### config.mk
export PLATFORM = sky130hd
export DESIGN_NAME = mem_arbiter
export DESIGN_NICKNAME = d
export VERILOG_FILES = /design/src/rtl/mem_arbiter.sv
export SDC_FILE = /design/constraint.sdc
export NUM_CORES = 1
export LEC_CHECK = 0
export CORE_UTILIZATION = 45
export DETAILED_ROUTE_END_ITERATION = 16
export MAX_ROUTING_LAYER = met4
export PLACE_DENSITY = 0.86
export SLEW_MARGIN = 10
export SYNTH_ARGS = -nofsm -noshare
export SYNTH_HDL_FRONTEND = slang
export SYNTH_SLANG_ARGS = --single-unit
### constraint.sdc
create_clock -name i_clk -period 3.3 [get_ports i_clk]
set_input_delay 0.66 -clock i_clk [delete_from_list [all_inputs] [get_ports i_clk]]
set_output_delay 0.66 -clock i_clk [all_outputs]
set_load 0.1 [all_outputs]
### src/rtl/mem_arbiter.sv
// ============================================================================
// Module      : mem_arbiter
// Description : Fetch/data arbiter for one single-port memory, with a
//               starvation guard that lets fetch win.
// Revision    : 1.0 - initial release
// ============================================================================
`default_nettype none

module mem_arbiter #(
   parameter int ADDR_W     = 32,
   parameter int DATA_W     = 32,
   parameter int STARVE_MAX = 4
) (
   input  logic                i_clk,
   input  logic                i_rst_n,
   input  logic                i_if_req,
   input  logic [ADDR_W-1:0]   i_if_addr,
   output logic                o_if_gnt,
   output logic                o_if_valid,
   output logic [DATA_W-1:0]   o_if_rdata,
   input  logic                i_d_req,
   input  logic                i_d_we,
   input  logic [ADDR_W-1:0]   i_d_addr,
   input  logic [DATA_W-1:0]   i_d_wdata,
   input  logic [DATA_W/8-1:0] i_d_be,
   output logic                o_d_gnt,
   output logic                o_d_valid,
   output logic [DATA_W-1:0]   o_d_rdata,
   output logic                o_mem_req,
   output logic                o_mem_we,
   output logic [ADDR_W-1:0]   o_mem_addr,
   output logic [DATA_W-1:0]   o_mem_wdata,
   output logic [DATA_W/8-1:0] o_mem_be,
   input  logic                i_mem_ready,
   input  logic [DATA_W-1:0]   i_mem_rdata
);

   localparam int                c_BE_W       = DATA_W / 8;
   localparam int                c_SC_W       = $clog2(STARVE_MAX + 1);
   localparam logic [c_SC_W-1:0] c_STARVE_MAX = c_SC_W'(STARVE_MAX);

   typedef enum logic [1:0] {
      IDLE   = 2'd0,
      BUSY_I = 2'd1,
      BUSY_D = 2'd2
   } state_t;

   state_t              r_state;
   state_t              w_next;
   logic                w_if_gnt;
   logic                w_d_gnt;
   logic [c_SC_W-1:0]   r_starve;
   logic [ADDR_W-1:0]   r_addr;
   logic                r_we;
   logic [DATA_W-1:0]   r_wdata;
   logic [c_BE_W-1:0]   r_be;
   logic                r_if_valid;
   logic                r_d_valid;
   logic [DATA_W-1:0]   r_if_rdata;
   logic [DATA_W-1:0]   r_d_rdata;

   always_ff @(posedge i_clk or negedge i_rst_n) begin
      if (!i_rst_n) begin
         r_state <= IDLE;
      end else begin
         r_state <= w_next;
      end
   end

   // Data normally wins; fetch wins once data has been favoured STARVE_MAX times.
   always_comb begin
      w_next   = r_state;
      w_if_gnt = 1'b0;
      w_d_gnt  = 1'b0;
      case (r_state)
         IDLE: begin
            if (i_if_req && (!i_d_req || (r_starve == c_STARVE_MAX))) begin
               w_if_gnt = 1'b1;
               w_next   = BUSY_I;
            end else if (i_d_req) begin
               w_d_gnt  = 1'b1;
               w_next   = BUSY_D;
            end
         end
         BUSY_I, BUSY_D: begin
            if (i_mem_ready) begin
               w_next = IDLE;
            end
         end
         default: w_next = IDLE;
      endcase
   end

   always_ff @(posedge i_clk or negedge i_rst_n) begin
      if (!i_rst_n) begin
         r_starve   <= '0;
         r_addr     <= '0;
         r_we       <= 1'b0;
         r_wdata    <= '0;
         r_be       <= '0;
         r_if_valid <= 1'b0;
         r_d_valid  <= 1'b0;
         r_if_rdata <= '0;
         r_d_rdata  <= '0;
      end else begin
         r_if_valid <= 1'b0;
         r_d_valid  <= 1'b0;
         if (w_if_gnt) begin
            r_addr   <= i_if_addr;
            r_we     <= 1'b0;
            r_wdata  <= '0;
            r_be     <= '1;
            r_starve <= '0;
         end else if (w_d_gnt) begin
            r_addr  <= i_d_addr;
            r_we    <= i_d_we;
            r_wdata <= i_d_wdata;
            r_be    <= i_d_be;
            if (i_if_req && (r_starve != c_STARVE_MAX)) begin
               r_starve <= r_starve + 1'b1;
            end
         end
         if ((r_state == BUSY_I) && i_mem_ready) begin
            r_if_valid <= 1'b1;
            r_if_rdata <= i_mem_rdata;
         end
         if ((r_state == BUSY_D) && i_mem_ready) begin
            r_d_valid <= 1'b1;
            r_d_rdata <= i_mem_rdata;
         end
      end
   end

   assign o_if_gnt    = w_if_gnt;
   assign o_d_gnt     = w_d_gnt;
   assign o_if_valid  = r_if_valid;
   assign o_if_rdata  = r_if_rdata;
   assign o_d_valid   = r_d_valid;
   assign o_d_rdata   = r_d_rdata;
   assign o_mem_req   = (r_state != IDLE);
   assign o_mem_we    = r_we && (r_state == BUSY_D);
   assign o_mem_addr  = r_addr;
   assign o_mem_wdata = r_wdata;
   assign o_mem_be    = r_be;

endmodule

`default_nettype wire

==> results_dict.tcl <==
set metrics [dict create \
    synth_cell_types 27 \
    synthAdderAreaFrac_pct 1.046 \
    cts_htree_levels 4 \
    fin_crit_ns 2.649 \
    setup_violations 0 \
    vias 5351 \
    nets 926 \
    hold_viol_final 0 \
    drive_gt1_share_pct 31.78 \
    synth-compound-area-share_pct 12.51 \
    ys_top_cells_by_count "dfrtp_1, nand3_1, o21ai_0" \
    grt_use_total_pct 27.14 \
    cp.arrival_ns 1.99 \
    grt_max_degree 66 \
    slew_violations 0 \
    fin_crit_sh_pct 80.29 \
    status "complete, no violations" \
    synth-simple-area-share_pct 9.937 \
    syn-cell-area_um2 5981 \
    worst_pin_slew_ns 0.6505 \
    hpwl_um 12270 \
    min_path_type "in -> async" \
    syn2layout_area_growth_pct 52.11 \
    syn_inst 526 \
    core_area_um2 12770 \
    die_h_um 117.3 \
    ff2ff_setup_slack_ns 1.13 \
    antenna_found_initial 0 \
    clk_pin_slew_worst_paths_ns 0.06 \
    cts_tree "yes" \
    cap_violations 0 \
    ys_seq_elements 140 \
    max_freq_ghz 0.3774 \
    fin_skew_ns 0.007246 \
    grt-ovfl-total 0 \
    path_class "in -> out" \
    synth_top_family_by_area "multiplexers" \
    synth_mux_area_share_pct 12.55 \
    syn-num-nets 669 \
    cts_buffer_depth 2 \
    fin_setup_tns_ns 0 \
    wl_um 18050 \
    drc_errors 0 \
    synth_top_area_share_pct 58.58 \
    antenna_left 0 \
    cts-root-buf "clkbuf_16" \
    start_kind "input port" \
    drt_first_pass_iters 5 \
    cts_resized 0 \
    synth-seq-area-share_pct 58.58 \
    yosys_most_used_dff "dfrtp_1" \
    die_x_um 117.3 \
    num_antenna_cells 0 \
    end_kind "output pin" \
    critPathMaxFanout 8 \
    fp-row-count 41 \
    synth_edf_count 0 \
    grt_pass1_vias 5391 \
    yosysMostFrequentCell "dfrtp_1" \
    cts_buffers 17 \
    drt_iter0_drc 343 \
    port_buffers 275 \
    rsz0062_at_grt "false" \
    synth.yosys.warnings 0 \
    grt_pass1_wl_um 27120 \
    slew_headroom_pct 56.63 \
    dieArea_um2 13760 \
    post_cts_buffers 0 \
    io-pin-count 276 \
    worstSkewPairLatency_ns 0.42 \
    postCtsHoldBufs 0 \
    synth_top_cell_by_area "dfrtp_1" \
    start_util_pct 46.82 \
    vias_per_cell 5.528 \
    wire_per_inst_um 18.64 \
    place.gp.congestion 0.7644 \
    synthXorXnorAreaFrac_pct 0 \
    clkSinkCount 140 \
    async_flop_share_pct 100.0 \
    syn_area_per_cell_um2 11.37 \
    yosys-top-cells-area "dfrtp_1, mux2_2, nand3_1, o21ai_0, a31oi_1" \
    worst_ep_required_time_ns 2.64 \
]
-- worst max-delay path, cell delays in order --
cell	delay, ns
clkdlybuf4s50_1	0.59
and3_4	0.28
nor2_2	0.24
buf_12	0.22
-- metal layers --
layer / up-vias / global-route usage (%) / share of wire (%)
met5: - / - / 0
met4: 0 / 13.50 / 2.6
met3: 45 / 6.282 / 8.1
met2: 296 / 45.37 / 50
met1: 2594 / 30.57 / 39
li1: 2416 / - / -
-- metrics by stage --
stage | setup slack (ns) | area [um2] | std cells | hold WS [ns] | utilization (%)
6_report | 0.6506 | 9097 | 968 | 0.1886 | 71.22
5_1_grt | 0.6054 | 9097 | 968 | 0.2195 | 71.22
4_1_cts | 0.6636 | 9097 | 968 | 0.1913 | 71.22
3_5_place_dp | 0.6635 | 8489 | 936 | 0.4937 | 66.46
3_3_place_gp | 0.6894 | 8489 | 936 | 0.4859 | 66.46
2_1_floorplan | 0.6761 | 5981 | 526 | 0.3644 | -
-- area by class of cell --
class / count / area (um2)
clock buffer: 20 / 446.7
tap: 172 / 215.2
timing repair buffer: 288 / 2556
multi-input combinational: 325 / 2173
inverter: 11 / 41.29
fill: 883 / 3676
clock inverter: 12 / 161.4
sequential: 140 / 3503
-- placed cells by master (no fill, tap or decap), drive strengths merged, types with 2 or more instances in the layout --
master	n
nand2	7
clkinvlp	3
clkdlybuf4s50	136
clkinv	4
and2	2
nor3	32
bufinv	3
clkbuf	20
inv	13
a31oi	32
mux2i	3
dfrtp	140
a22o	4
nand3	71
buf	152
mux2	64
ha	5
o21ai	69
a21oi	30
-- flip-flops by register name, indices dropped and copies added, names as in the netlist --
signal,count
o_mem_addr,32
o_d_valid,1
r_state,2
o_mem_wdata,32
r_we,1
o_mem_be,4
o_if_rdata,32
o_if_valid,1
o_d_rdata,32
r_starve,3
-- logic make-up (layout without fill, tap and decap cells) --
| family | count (synthesis) | count (layout) |
|---|---|---|
| compound gates | 137 | 137 |
| fa+ha+maj | 5 | 5 |
| buf+inv | 61 | 331 |
| flops | 140 | 140 |
| mux | 67 | 67 |
| simple gates | 116 | 116 |
-- path summary, 6_finish.rpt --
check                                   to           start  cells past startpoint
max in group asynchronous    o_mem_addr[2]         i_rst_n                      2
max reg2reg                o_mem_wdata[14]      r_state[0]                      6
min                           o_d_rdata[0]         i_rst_n                      1
min in group i_clk          o_if_rdata[28]  o_if_rdata[28]                      1
max                                o_d_gnt        i_if_req                      4
min reg2reg                 o_if_rdata[28]  o_if_rdata[28]                      1
Power is not shown: default switching activity piles up to over one toggle a cycle in this logic, so the estimate is an artifact.
